[src/rtl/rffp_dot_acc_pkg.sv]
`default_nettype none
// ============================================================================
// Module      : rffp_pkg
// Description : Shared constants and types for the RFFP dot-product
//               accumulator. Holds the default RFFP field widths, the
//               accumulator format, the exponent-bias derivation and the
//               packed operand / accumulator types.
// Revision    : 1.0 - initial release
// ============================================================================
package rffp_pkg;

    localparam int c_rffp_exp_width = 8;
    localparam int c_rffp_man_width = 7;
    localparam int c_acc_width      = 48;
    localparam int c_frac_bits      = 24;
    // Width of the signed alignment shift; far wider than any exponent sum.
    localparam int c_sh_width       = 32;

    // Bias for a symmetric exponent range: 2**(w-1)-1.
    function automatic int exp_bias_of(input int exp_width);
        return (1 << (exp_width - 1)) - 1;
    endfunction

    localparam int c_exp_bias = exp_bias_of(c_rffp_exp_width);

    typedef struct packed {
        logic                        sign;
        logic [c_rffp_exp_width-1:0] exp;
        logic [c_rffp_man_width-1:0] man;
    } rffp_t;

    typedef logic signed [c_acc_width-1:0] acc_t;

endpackage : rffp_pkg
`default_nettype wire

[src/rtl/rffp_dot_acc_prod_align.sv]
`default_nettype none
// ============================================================================
// Module      : rffp_prod_align
// Description : Combinational product math for one RFFP operand pair.
//               Path 1 (decode): sign, significand product, alignment shift
//               and zero flag from the raw operands.
//               Path 2 (align): shifts a registered product into the
//               accumulator fixed-point grid, clamps the magnitude to the
//               largest positive accumulator value (pov) and applies sign.
// Ports       : i_a/i_b            raw operands {sign, exp, man}
//               o_s1_*             decoded fields, to be registered by parent
//               i_s2_*             registered decoded fields
//               o_s2_term/o_s2_pov signed aligned term, product-clamp flag
// Revision    : 1.0 - initial release
// ============================================================================
module rffp_prod_align
    import rffp_pkg::*;
#(
    parameter int RFFP_EXP_WIDTH = c_rffp_exp_width,
    parameter int RFFP_MAN_WIDTH = c_rffp_man_width,
    parameter int EXP_BIAS       = c_exp_bias,
    parameter int ACC_WIDTH      = c_acc_width,
    parameter int FRAC_BITS      = c_frac_bits
) (
    input  logic [RFFP_EXP_WIDTH+RFFP_MAN_WIDTH:0] i_a,
    input  logic [RFFP_EXP_WIDTH+RFFP_MAN_WIDTH:0] i_b,
    output logic                                   o_s1_sign,
    output logic [2*RFFP_MAN_WIDTH+1:0]            o_s1_prod,
    output logic signed [c_sh_width-1:0]           o_s1_sh,
    output logic                                   o_s1_zero,
    input  logic                                   i_s2_sign,
    input  logic [2*RFFP_MAN_WIDTH+1:0]            i_s2_prod,
    input  logic signed [c_sh_width-1:0]           i_s2_sh,
    input  logic                                   i_s2_zero,
    output logic signed [ACC_WIDTH-1:0]            o_s2_term,
    output logic                                   o_s2_pov
);

    localparam int c_sig_w  = RFFP_MAN_WIDTH + 1;
    localparam int c_prod_w = 2 * c_sig_w;
    localparam int c_mag_w  = ACC_WIDTH - 1;
    localparam int c_wide_w = c_mag_w + c_prod_w;
    // Folds bias removal, the product's fraction bits and the accumulator
    // fraction bits into one constant offset.
    localparam int c_sh_off = 2 * EXP_BIAS + 2 * RFFP_MAN_WIDTH - FRAC_BITS;

    logic [RFFP_EXP_WIDTH-1:0] w_exp_a;
    logic [RFFP_EXP_WIDTH-1:0] w_exp_b;
    logic [c_sig_w-1:0]        w_sig_a;
    logic [c_sig_w-1:0]        w_sig_b;

    assign w_exp_a   = i_a[RFFP_EXP_WIDTH+RFFP_MAN_WIDTH-1 -: RFFP_EXP_WIDTH];
    assign w_exp_b   = i_b[RFFP_EXP_WIDTH+RFFP_MAN_WIDTH-1 -: RFFP_EXP_WIDTH];
    assign w_sig_a   = {1'b1, i_a[RFFP_MAN_WIDTH-1:0]};
    assign w_sig_b   = {1'b1, i_b[RFFP_MAN_WIDTH-1:0]};

    assign o_s1_sign = i_a[RFFP_EXP_WIDTH+RFFP_MAN_WIDTH] ^ i_b[RFFP_EXP_WIDTH+RFFP_MAN_WIDTH];
    assign o_s1_prod = {{c_sig_w{1'b0}}, w_sig_a} * {{c_sig_w{1'b0}}, w_sig_b};
    assign o_s1_zero = (w_exp_a == '0) || (w_exp_b == '0);
    // Modular 32-bit arithmetic yields the correct signed shift.
    assign o_s1_sh   = c_sh_width'(w_exp_a) + c_sh_width'(w_exp_b) - c_sh_width'(c_sh_off);

    logic [c_wide_w-1:0]         w_wide;
    logic [c_wide_w-1:0]         w_shifted;
    logic signed [c_sh_width-1:0] w_neg_sh;
    logic [c_mag_w-1:0]          w_mag;
    logic signed [ACC_WIDTH-1:0] w_mag_ext;

    always_comb begin
        w_wide    = {{c_mag_w{1'b0}}, i_s2_prod};
        w_neg_sh  = -i_s2_sh;
        w_shifted = '0;
        w_mag     = '0;
        o_s2_pov  = 1'b0;
        if (i_s2_zero || (i_s2_sh <= -c_prod_w)) begin
            w_mag = '0;
        end else if (i_s2_sh < 0) begin
            w_shifted = w_wide >> w_neg_sh;
            w_mag     = w_shifted[c_mag_w-1:0];
        end else if (i_s2_sh >= c_mag_w) begin
            // The product is never zero here, so any shift this large overflows.
            w_mag    = '1;
            o_s2_pov = 1'b1;
        end else begin
            w_shifted = w_wide << i_s2_sh;
            if (|w_shifted[c_wide_w-1:c_mag_w]) begin
                w_mag    = '1;
                o_s2_pov = 1'b1;
            end else begin
                w_mag = w_shifted[c_mag_w-1:0];
            end
        end
        w_mag_ext = {1'b0, w_mag};
        o_s2_term = i_s2_sign ? -w_mag_ext : w_mag_ext;
    end

endmodule : rffp_prod_align
`default_nettype wire

[src/rtl/rffp_dot_acc.sv]
`default_nettype none
// ============================================================================
// Module      : rffp_dot_acc
// Description : Streaming RFFP dot-product accumulator. Each accepted pair
//               is multiplied (S1), aligned to a signed fixed-point grid (S2)
//               and accumulated (S3); the vector sum is registered onto a
//               valid/ready output three edges after the last beat.
//               A held output result stalls every stage.
// Config      : RFFP_DOT_ACC_SAT_EN - when defined the accumulator saturates
//               on signed overflow and flags it; otherwise it wraps and
//               out_ovf reports product clamping only.
// Ports       : clk, rst (async, active high)
//               in_a/in_b/in_valid/in_last/in_ready  operand stream
//               out_sum/out_ovf/out_valid/out_ready  result stream
// Revision    : 1.0 - initial release
// ============================================================================
module rffp_dot_acc
    import rffp_pkg::*;
#(
    parameter int RFFP_EXP_WIDTH = c_rffp_exp_width,
    parameter int RFFP_MAN_WIDTH = c_rffp_man_width,
    parameter int EXP_BIAS       = exp_bias_of(RFFP_EXP_WIDTH),
    parameter int ACC_WIDTH      = c_acc_width,
    parameter int FRAC_BITS      = c_frac_bits
) (
    input  logic                                   clk,
    input  logic                                   rst,
    input  logic [RFFP_EXP_WIDTH+RFFP_MAN_WIDTH:0] in_a,
    input  logic [RFFP_EXP_WIDTH+RFFP_MAN_WIDTH:0] in_b,
    input  logic                                   in_valid,
    input  logic                                   in_last,
    output logic                                   in_ready,
    output logic signed [ACC_WIDTH-1:0]            out_sum,
    output logic                                   out_ovf,
    output logic                                   out_valid,
    input  logic                                   out_ready
);

    localparam int c_prod_w = 2 * (RFFP_MAN_WIDTH + 1);

    logic                         w_adv;
    logic                         w_in_fire;
    logic                         w_s1_sign;
    logic [c_prod_w-1:0]          w_s1_prod;
    logic signed [c_sh_width-1:0] w_s1_sh;
    logic                         w_s1_zero;
    logic signed [ACC_WIDTH-1:0]  w_s2_term;
    logic                         w_s2_pov;

    logic                         r_s1_valid;
    logic                         r_s1_last;
    logic                         r_s1_sign;
    logic [c_prod_w-1:0]          r_s1_prod;
    logic signed [c_sh_width-1:0] r_s1_sh;
    logic                         r_s1_zero;
    logic                         r_s2_valid;
    logic                         r_s2_last;
    logic signed [ACC_WIDTH-1:0]  r_s2_term;
    logic                         r_s2_pov;
    logic signed [ACC_WIDTH-1:0]  r_acc;
    logic                         r_ovf_acc;
    logic                         r_first;
    logic                         r_s3_done;

    // Everything freezes only while a result is held unconsumed.
    assign w_adv     = !(out_valid && !out_ready);
    assign in_ready  = w_adv && !rst;
    assign w_in_fire = in_valid && in_ready;

    rffp_prod_align #(
        .RFFP_EXP_WIDTH (RFFP_EXP_WIDTH),
        .RFFP_MAN_WIDTH (RFFP_MAN_WIDTH),
        .EXP_BIAS       (EXP_BIAS),
        .ACC_WIDTH      (ACC_WIDTH),
        .FRAC_BITS      (FRAC_BITS)
    ) u_prod_align (
        .i_a       (in_a),
        .i_b       (in_b),
        .o_s1_sign (w_s1_sign),
        .o_s1_prod (w_s1_prod),
        .o_s1_sh   (w_s1_sh),
        .o_s1_zero (w_s1_zero),
        .i_s2_sign (r_s1_sign),
        .i_s2_prod (r_s1_prod),
        .i_s2_sh   (r_s1_sh),
        .i_s2_zero (r_s1_zero),
        .o_s2_term (w_s2_term),
        .o_s2_pov  (w_s2_pov)
    );

    logic signed [ACC_WIDTH-1:0] w_sum;
    logic signed [ACC_WIDTH-1:0] w_acc_next;
    logic                        w_ovf_next;

`ifdef RFFP_DOT_ACC_SAT_EN
    localparam logic signed [ACC_WIDTH-1:0] c_acc_max = {1'b0, {(ACC_WIDTH-1){1'b1}}};
    localparam logic signed [ACC_WIDTH-1:0] c_acc_min = {1'b1, {(ACC_WIDTH-1){1'b0}}};
    logic w_add_ovf;

    always_comb begin
        w_sum      = r_acc + r_s2_term;
        // Signed overflow: like-signed operands producing an opposite-signed sum.
        w_add_ovf  = !r_first && (r_acc[ACC_WIDTH-1] == r_s2_term[ACC_WIDTH-1]) &&
                     (w_sum[ACC_WIDTH-1] != r_acc[ACC_WIDTH-1]);
        w_acc_next = r_first   ? r_s2_term :
                     w_add_ovf ? (r_acc[ACC_WIDTH-1] ? c_acc_min : c_acc_max) : w_sum;
        w_ovf_next = (!r_first && r_ovf_acc) || r_s2_pov || w_add_ovf;
    end
`else
    always_comb begin
        w_sum      = r_acc + r_s2_term;
        w_acc_next = r_first ? r_s2_term : w_sum;
        w_ovf_next = (!r_first && r_ovf_acc) || r_s2_pov;
    end
`endif

    always_ff @(posedge clk or posedge rst) begin
        if (rst) begin
            r_s1_valid <= 1'b0;
            r_s1_last  <= 1'b0;
            r_s1_sign  <= 1'b0;
            r_s1_prod  <= '0;
            r_s1_sh    <= '0;
            r_s1_zero  <= 1'b0;
            r_s2_valid <= 1'b0;
            r_s2_last  <= 1'b0;
            r_s2_term  <= '0;
            r_s2_pov   <= 1'b0;
            r_acc      <= '0;
            r_ovf_acc  <= 1'b0;
            r_first    <= 1'b1;
            r_s3_done  <= 1'b0;
            out_valid  <= 1'b0;
            out_sum    <= '0;
            out_ovf    <= 1'b0;
        end else if (w_adv) begin
            r_s1_valid <= w_in_fire;
            r_s1_last  <= w_in_fire && in_last;
            r_s1_sign  <= w_s1_sign;
            r_s1_prod  <= w_s1_prod;
            r_s1_sh    <= w_s1_sh;
            r_s1_zero  <= w_s1_zero;
            r_s2_valid <= r_s1_valid;
            r_s2_last  <= r_s1_last;
            r_s2_term  <= w_s2_term;
            r_s2_pov   <= w_s2_pov;
            if (r_s2_valid) begin
                r_acc     <= w_acc_next;
                r_ovf_acc <= w_ovf_next;
                r_first   <= r_s2_last;
            end
            r_s3_done <= r_s2_valid && r_s2_last;
            // r_acc still holds the finished vector here even if the next
            // vector's first beat overwrites it on this same edge.
            out_valid <= r_s3_done;
            if (r_s3_done) begin
                out_sum <= r_acc;
                out_ovf <= r_ovf_acc;
            end
        end
    end

endmodule : rffp_dot_acc
`default_nettype wire
[config.mk]
export PLATFORM = sky130hd
export DESIGN_NAME = rffp_dot_acc
export DESIGN_NICKNAME = d
export VERILOG_FILES = /design/src/rtl/rffp_dot_acc_pkg.sv /design/src/rtl/rffp_dot_acc_prod_align.sv /design/src/rtl/rffp_dot_acc.sv
export SDC_FILE = /design/constraint.sdc
export NUM_CORES = 1
export LEC_CHECK = 0
export CORE_MARGIN = 5
export CORE_UTILIZATION = 43
export CTS_BUF_LIST = sky130_fd_sc_hd__clkbuf_4 sky130_fd_sc_hd__clkbuf_8
export DETAILED_ROUTE_END_ITERATION = 12
export PLACE_DENSITY = 0.68
export REMOVE_ABC_BUFFERS = 1
export SYNTH_ARGS = -nofsm -noshare
export SYNTH_HDL_FRONTEND = slang
export SYNTH_SLANG_ARGS = --single-unit
[constraint.sdc]
create_clock -name clk -period 6.6 [get_ports clk]
set_input_delay 0.99 -clock clk [delete_from_list [all_inputs] [get_ports clk]]
set_output_delay 0.99 -clock clk [all_outputs]
set_load 0.005 [all_outputs]
==> results.txt <==
GPL Wtd Cong - 0.966
Row cnt - 73
Layout area overhead - 10.7%
Total Wirelength - 48000 µm
Root Buffer - clkbuf_8
Slew HR - 24.5%
Initial DRC Count - 1058
H-Tree Depth - 4
Die Span X - 209 µm
Multiplexer share of the synthesized area - 9.64%
Vias per std cell - 5.78
Netlist cell types - 102
Antenna Cells - 0
Setup TNS - 0 ns
Antenna violations before repair - 0
Max-Cap Viols - 0
Final hold viol count - 0
DRC - 0
TritonCTS clock tree - yes
Post-CTS Setup Inserts - 0
Average size of a mapped cell - 8.36 µm²
Xor and xnor area share after synthesis - 5.44%
I/O pins - 88
RSZ-0062 raised after global routing - no
Critical path class - flop to flop
Worst min path class - flop to flop
Reg2Reg Depth - 18
Startpoint types - flop
WHS Endpoint - out_sum[1]$_DFFE_PP0P_
Nets@finish - 2234
Count of pins over their slew limit - 0
Ys async rst share - 100%
CORE AREA - 39500 µm²
Final setup vio count - 0
Fmax - 170 MHz
Die Ht - 209 µm
Vias - 15000
Synth Area in Adders - 11.4%
Fin util - 47.8%
CP required - 6.98 ns
Post-synthesis compound-gate area fraction - 22.3%
Reg2reg end - r_s2_term[44]$_DFFE_PP0N_
Worst EP arrival - 6.25 ns
Hold path depth - 2
CP max FO - 31
Post-synthesis simple-gate area fraction - 18.8%
Largest area contributor in the netlist - dfrtp_1
Largest net degree at the start of global routing - 83
Worst-Skew Late Latency - 0.51 ns
Maximum vdd drop - 0.000151 V
Warning count from the yosys run - 0
Drt pass-1 iters - 5
Vias in the first global route - 14700
Die ar. - 43700 µm²
Slew @ Worst Pin - 1.12 ns
Post-DRT Antenna Nets - 0
Main combinational cell family by area after synthesis - compound AO/OA/AOI/OAI gates
Wire per inst - 18.5 µm
Post-Synthesis Cell Area - 17100 µm²
Worst R2R Setup Slack - 0.73 ns
Crit path time final - 5.87 ns
Leak - 8.10 nW
Hold Crit Start - out_sum[1]$_DFFE_PP0P_
Final Skew - 0.0119 ns
Yosys reg bits - 187
# resized after CTS - 0
Tot Pwr - 7.87 mW
Register area share after synthesis - 27.4%
Syn Inst Count - 2039
Grt ovf - 0
Yosys top cell area share - 27.3%
Total track usage - 21.9%
Synth Flop Type - dfrtp_1
Initial Utilization - 43.2%
Clk buf depth - 2
Num CTS Buffers - 17
# hold bufs at CTS - 0
Critical R2R Launch - r_s1_sh[1]$_DFFE_PP0N_
Tcrit/Tclk final - 88.9%
Worst-path clk slew - 0.09 ns
Crit. End Element - flop
Clock Sinks - 187
Status - completed
Global-route wire length before repair - 79400 µm
PortBufs - 87
Synth top area cells - dfrtp_1 (27%), ha_1 (7.0%), nand2_1 (5.8%), a21oi_1 (5.5%), o21ai_0 (5.2%)
HPWL after DPL - 37100 µm
Layout cells sized above 1 - 10.2%
PwrDens - 417 nW/µm²
EDFF count, synth - 0
-- synth_stat cells, drive strengths merged (6+ instances only) --
cell,n
nand2,263
a21oi,186
dfrtp,186
o21ai,180
nor2,152
ha,95
clkbuf,94
inv,78
mux2,66
and2,56
xor2,54
xnor2,52
fa,38
a21o,37
nand3,36
nor3,36
buf,34
nand2b,28
a31oi,27
mux4,27
mux2i,26
nor2b,22
o31ai,21
o211ai,15
a211oi,14
and3,14
nor4,12
o21a,12
nand4,11
o21bai,11
or3,10
a21boi,9
or2,8
a22o,7
o2111ai,7
o22ai,7
o41ai,7
or4,7
nand3b,6
o32ai,6
-- cell usage in the layout (no fill, tap or decap), types with 38 or more instances in the layout --
cell type and n:
a21oi_1 186, and2_1 54, buf_4 45, clkdlybuf4s50_1 87, dfrtp_1 184, fa_1 38, ha_1 95, inv_1 74
mux2_2 63, nand2_1 261, nor2_1 150, o21ai_0 176, xnor2_1 52, xor2_1 54
-- layer usage --
layer / vias up / track usage, % / routed length (µm) / part of all wire, %
li1: 7345 / - / - / -
met1: 7187 / 29.8 / 21700 / 45
met2: 437 / 36.6 / 22900 / 48
met3: 69 / 3.41 / 2280 / 4.7
met4: 0 / 5.99 / 1100 / 2.3
met5: - / 0 / 0 / 0
-- state kept, by name, indices dropped and copies added, names as in the netlist --
name        flops
r_s1_sign       1
r_first         1
r_s3_done       1
out_valid       1
out_sum        48
r_ovf_acc       1
r_s2_term      48
r_s2_last       1
r_s1_sh        15
r_s2_valid      1
r_s1_last       1
r_s1_valid      1
r_acc          48
out_ovf         1
r_s2_pov        1
r_s1_prod      16
r_s1_zero       1
-- critical path: stages, from the launching register on --
cell,delay [ns]
dfrtp_2,0.84
buf_4,0.28
mux4_2,0.51
mux2_4,0.31
a32oi_2,0.27
o211ai_2,0.17
or2_4,0.28
nor2_4,0.12
a31oi_4,0.12
a211oi_4,0.30
ha_1,0.20
o21ai_0,0.08
a211oi_1,0.22
o221ai_1,0.22
nor4_1,0.62
nand4_1,0.42
o41ai_1,0.51
xor2_1,0.17
o21ai_0,0.08
-- where the power goes --
group | switching, mW | total (mW) | internal, mW
Sequential | 0.523 | 2.12 | 1.60
Clock | 0.429 | 0.830 | 0.401
Combinational | 2.66 | 4.91 | 2.25
-- metrics by stage --
step / cell area (µm²) / cells / hold WS, ns / setup WS (ns)
floorplan: 16500 / 1911 / 0.439 / 0.408
global placement: 18400 / 2570 / 0.452 / 0.348
detailed placement: 18400 / 2570 / 0.467 / 0.312
CTS: 18900 / 2602 / 0.494 / 0.733
global route: 18900 / 2602 / 0.519 / 0.402
finish: 18900 / 2602 / 0.487 / 0.733
-- worst max-delay path by stage --
stage	from	cells past startpoint	endpoint	slack, ns
finish	r_s1_sh[1]$_DFFE_PP0N_	18	r_s2_term[44]$_DFFE_PP0N_	0.73
global route	r_s1_sh[1]$_DFFE_PP0N_	17	r_s2_term[44]$_DFFE_PP0N_	0.40
CTS	r_s1_sh[1]$_DFFE_PP0N_	18	r_s2_term[44]$_DFFE_PP0N_	0.73
detailed placement	in_b[4]	21	r_s1_prod[15]$_DFFE_PP0N_	0.31
global placement	in_b[4]	21	r_s1_prod[15]$_DFFE_PP0N_	0.35
floorplan	r_s1_sh[0]$_DFFE_PP0N_	17	r_s2_term[44]$_DFFE_PP0N_	0.41
-- cell families (layout without fill, tap and decap cells) --
group,Yosys count,in the layout
fa+ha+maj,133,133
simple gates,677,677
xor+xnor,106,106
flops,187,187
buf+inv,208,246
compound gates,609,609
mux,119,119
-- layout make-up --
type	instances	area, µm²
clock inverter	12	161
multi-input combinational	1644	11500
timing repair buffer	134	1250
fill	3829	20600
sequential	187	4680
tap	525	657
clock buffer	20	269
inverter	80	308
Note: power is estimated with default switching activity, not from simulation.
==> RTL edit 1 (config.mk and constraints unchanged) <==
Set the package constant `c_rffp_man_width` to 5 (it was 7).
--- a/src/rtl/rffp_dot_acc_pkg.sv
+++ b/src/rtl/rffp_dot_acc_pkg.sv
@@ -11,5 +11,5 @@
 
     localparam int c_rffp_exp_width = 8;
-    localparam int c_rffp_man_width = 7;
+    localparam int c_rffp_man_width = 5;
     localparam int c_acc_width      = 48;
     localparam int c_frac_bits      = 24;
Ports: changed (resized in_a and in_b); port bits go from 88 to 84. The function was not compared with the original's and may differ.
==> RTL edit 1 against the unedited design <==
- sequential cell count down 6
- die area down 12%
- cell area down 12%
- worst setup slack better by 0.56 ns
- sequential power down 8%
- global-route usage down 0.39 points
- utilization up 0.25 points
- area after synthesis down 12%
- via count down 12%
- power down 15%
- wire length down 13%
- count of clock-buffer cells in the layout unchanged
- cell count down 12%
==> RTL edit 1: results <==
[routing]
routed.top_layer = "met4"
m1WireLength_um = 19600
post_drt_wl_per_cell_um = 18.3
num_vias = 13300
wl_met2_um = 18800
route.met3.wl_um = 2260
drt_pass1_iterations = 5
drtIter0Drc = 1177

[worst_hold_path]
hold_path_depth = 2
hold_start = "r_s2_last"
hold_end = "r_s2_last"
hold_class = "register to register"

[synthesis]
yosysWarningCount = 0
synth_xor_area_frac = 0.0532
synth-compound-area-share = 0.228
synthArstFlopShare = 1.00
synthAdderAreaFrac = 0.0914
synthTopCellsByArea = "dfrtp_1 30%, ha_1 6.6%, a21oi_1 5.9%, nand2_1 5.7%, o21ai_0 4.4%"
synthMuxAreaShare = 0.0929
synth_area_per_cell_um2 = 8.35
synth.distinct_cells = 86
ys_seq_area_frac = 0.303
synth_commonest_cells = "226 x nand2_1, 180 x dfrtp_1, 177 x a21oi_1, 151 x nor2_1, 133 x o21ai_0"
synth_flop_cell = "dfrtp_1"

[critical_path]
critPathMaxStageDelay_ns = 0.91
cp.arrival_ns = 5.66
crit_fanout = 22
r2r_cells = 14
end_kind = "register"
ff2ff_setup_slack_ns = 1.29
cpMaxStageDelayCell = "dfrtp_1"
reg2reg_to = "r_s2_term[43]"

[final_layout]
top_regs = "out_sum (48), r_acc (48), r_s2_term (48)"
fin_cells = 2284
fin_nets = 1947
drive_above_1_share = 0.0951
fillCellCount = 3354
num_antenna_cells = 0

[global_routing]
use_met1 = 0.304
met2_usage = 0.342
grt_first_pass_wirelength_um = 68400
grt_max_degree = 116
grt_util_all_layers = 0.215
grtUsageMet3 = 0.0323

[status]
status = "finished, final reports clean"

[placed_design]
dp_hpwl_um = 31500
place_congestion = 0.992
place.port_buffers = 83

[pwr]
leakage_nw = 7.05
ir_drop_mv = 0.205

[clocking]
clockBufferDepth = 2
htreeDepth = 4
clkTransAtPathRegs_ns = 0.10
clk_latency_ns = 0.50
numCtsBuffers = 17

[sta]
max_slew.worst_pin.slew_ns = 1.03
finalSetupTns_ns = 0
finClkSkew_ns = 0.0170
## RTL edit 1: cell types whose count changed after synthesis, moves of 9 or more
cell      delta
xor2_1      -16
inv_1       -21
and2_1      -28
mux4_2      -13
fa_1        -19
ha_1        -16
clkbuf_1    -25
nor3b_1     +12
o21ai_0     -43
mux2i_1     +17
a21oi_1      -9
nand2_1     -37
## RTL edit 1: kinds of logic after synthesis
| family | count (synthesis) |
|---|---|
| adders and majority gates | 98 |
| and+or+nand+nor | 600 |
| muxes | 113 |
| buffers and inverters | 164 |
| xor gates and xnor gates | 91 |
| AOI/OAI and AO/OA | 545 |
| DFF | 181 |
## RTL edit 1: report_power, final
group / switching (mW) / internal [mW] / total [mW]
Combinational: 2.10 / 1.81 / 3.91
Sequential: 0.439 / 1.53 / 1.96
Clock: 0.430 / 0.399 / 0.829
## RTL edit 1: stage by stage
step           setup slack, ns  hold slack [ns]  instance area (um2)
6_report                  1.29            0.475                16600
3_3_place_gp              1.45            0.462                16100
3_5_place_dp              1.39            0.459                16100
4_1_cts                   1.37            0.482                16600
5_1_grt                  0.966            0.524                16600
2_1_floorplan            0.685            0.439                14500
## RTL edit 1: worst max-delay path: cells and delay by family, from the launching register on
kind | cells | cell delay (ns)
AO/OA/AOI/OAI | 6 | 1.44
AND/OR/NAND/NOR | 4 | 1.31
flip-flops | 1 | 0.91
adder cells (fa/ha/maj) | 1 | 0.67
multiplexers | 1 | 0.40
buffers and inverters | 1 | 0.21
XOR/XNOR | 1 | 0.19
## RTL edit 1: area by class of cell
cell class	instances	area [um2]	area share
clock buffer	20	263	0.0159
clock inverter	12	169	0.0102
inverter	57	221	0.0134
multi-input combinational	1447	9770	0.590
sequential	181	4530	0.273
tap	455	569	0.0344
timing repair buffer	112	1050	0.0633
==> RTL edit 2 (same settings) <==
Made on the original files. Register the output `out_ovf` once more; this adds one clock of latency there. The other outputs are not delayed to match.
--- a/src/rtl/rffp_dot_acc.sv
+++ b/src/rtl/rffp_dot_acc.sv
@@ -38,4 +38,6 @@
 
     localparam int c_prod_w = 2 * (RFFP_MAN_WIDTH + 1);
+
+    logic out_ovf_s0;
 
     logic                         w_adv;
@@ -133,5 +135,5 @@
             out_valid  <= 1'b0;
             out_sum    <= '0;
-            out_ovf    <= 1'b0;
+            out_ovf_s0 <= 1'b0;
         end else if (w_adv) begin
             r_s1_valid <= w_in_fire;
@@ -156,9 +158,13 @@
             if (r_s3_done) begin
                 out_sum <= r_acc;
-                out_ovf <= r_ovf_acc;
+                out_ovf_s0 <= r_ovf_acc;
             end
         end
     end
 
+    always_ff @(posedge clk) begin
+        out_ovf <= out_ovf_s0;
+    end
+
 endmodule : rffp_dot_acc
 `default_nettype wire
Formal check against the unedited RTL: not equivalent (Yosys sat finds a counterexample within 10 cycles, from zero or initial values and one cycle with rst high).
==> RTL edit 2 against the unedited design <==
- non-clock buffer count fell by 8
- power fell by 1.1%
- worst hold slack got worse by 0.11 ns
- area after synthesis rose by 0.12%
- cell area fell by 0.49%
- global-route usage fell by 0.34 points
- wire length fell by 0.80%
- sequential cell count rose by 1
- worst setup slack got worse by 0.084 ns
==> RTL edit 2: results <==
[synthesis]
synthCells = 2040
synthArstFlopShare = 0.995
synth_xor_area_frac = 0.0544
synth.distinct_cells = 103
synth-compound-area-share = 0.223
synthAdderAreaFrac = 0.114
ys_seq_area_frac = 0.275
synthMuxAreaShare = 0.0963

[critical_path]
r2r_cells = 17
reg2reg_to = "r_s2_term[22]"
cp.arrival_ns = 6.35

[final_layout]
fin_nets = 2227
fillCellCount = 3839

[pwr]
leakage_nw = 8.05

[worst_hold_path]
hold_end = "out_ovf"
hold_path_depth = 0

[routing]
num_vias = 15100
drtIter0Drc = 1150
drt_wl_total_um = 47600
drt-vias-per-instance = 5.80

[placed_design]
dp_cells = 2563

[global_routing]
met2_usage = 0.359
grtUsageMet3 = 0.0348
grt_util_all_layers = 0.216
grt_max_degree = 104
grt_first_pass_wirelength_um = 78300

[sta]
slew_headroom = 0.279
finClkSkew_ns = 0.0204

[status]
status = "finished, final reports clean"
RTL edit 2: cell count changes after synthesis:
cell,unedited run,this run
buf_1,14,13
dfxtp_1,0,1
clkbuf_1,94,95
RTL edit 2: report_power, final:
group / internal (mW) / total (mW) / switching, mW
logic: 2.22 / 4.89 / 2.66
clock network: 0.342 / 0.767 / 0.425
registers: 1.61 / 2.13 / 0.514
total: 4.18 / 7.78 / 3.60
RTL edit 2: area by class of cell:
class	instances	area share
clock inverter	9	0.00493
timing repair buffer	126	0.0626
tap	525	0.0350
sequential	188	0.250
multi-input combinational	1644	0.615
inverter	80	0.0164
clock buffer	23	0.0159
RTL edit 2: worst max-delay path by stage:
| stage | start | end | slack (ns) | depth (start not counted) |
|---|---|---|---|---|
| after CTS | r_s1_sh[1] | r_s2_term[22] | 0.71 | 17 |
| after global routing | r_s1_sh[1] | r_s2_term[22] | 0.27 | 18 |
| after floorplan | r_s1_sh[0] | r_s2_term[44] | 0.41 | 17 |
| final | r_s1_sh[1] | r_s2_term[22] | 0.65 | 17 |
| after global placement | in_b[4] | r_s1_prod[15] | 0.40 | 21 |
| after detailed placement | in_b[4] | r_s1_prod[15] | 0.29 | 21 |
RTL edit 2: kinds of logic (layout without fill, tap and decap cells):
group	after synthesis	after routing
and+or+nand+nor	677	677
muxes	119	119
adders and majority gates	133	133
xor gates and xnor gates	106	106
AOI/OAI and AO/OA	609	609
buffers and inverters	208	238
DFF	188	188
RTL edit 2: worst max-delay path, cell delays in order (launching register included):
cell      delay, ns
dfrtp_2        1.00
mux4_2         0.67
mux2i_4        0.33
a31oi_1        0.07
o21ai_0        0.18
nor4bb_1       0.40
and2_2         0.27
a31oi_4        0.12
a211oi_4       0.38
ha_1           0.25
o21ai_0        0.10
a211oi_1       0.25
o221ai_1       0.25
or3_1          0.46
or3_1          0.42
o41ai_1        0.40
xor2_1         0.19
o21ai_1        0.07
RTL edit 2: layer usage:
metal | wire, um | vias to the layer above
li1 | - | 7335
met1 | 21600 | 7265
met2 | 22700 | 396
met3 | 2160 | 67
met4 | 1200 | 0
met5 | 0 | -
RTL edit 2: per-stage QoR:
stage	area (um2)	hold slack (ns)	setup WS [ns]	util
after CTS	18800	0.379	0.705	0.475
after global placement	18400	0.350	0.403	0.465
final	18800	0.378	0.650	0.475
after global routing	18800	0.395	0.267	0.475
after floorplan	16500	0.342	0.408	-
after detailed placement	18400	0.358	0.286	0.465
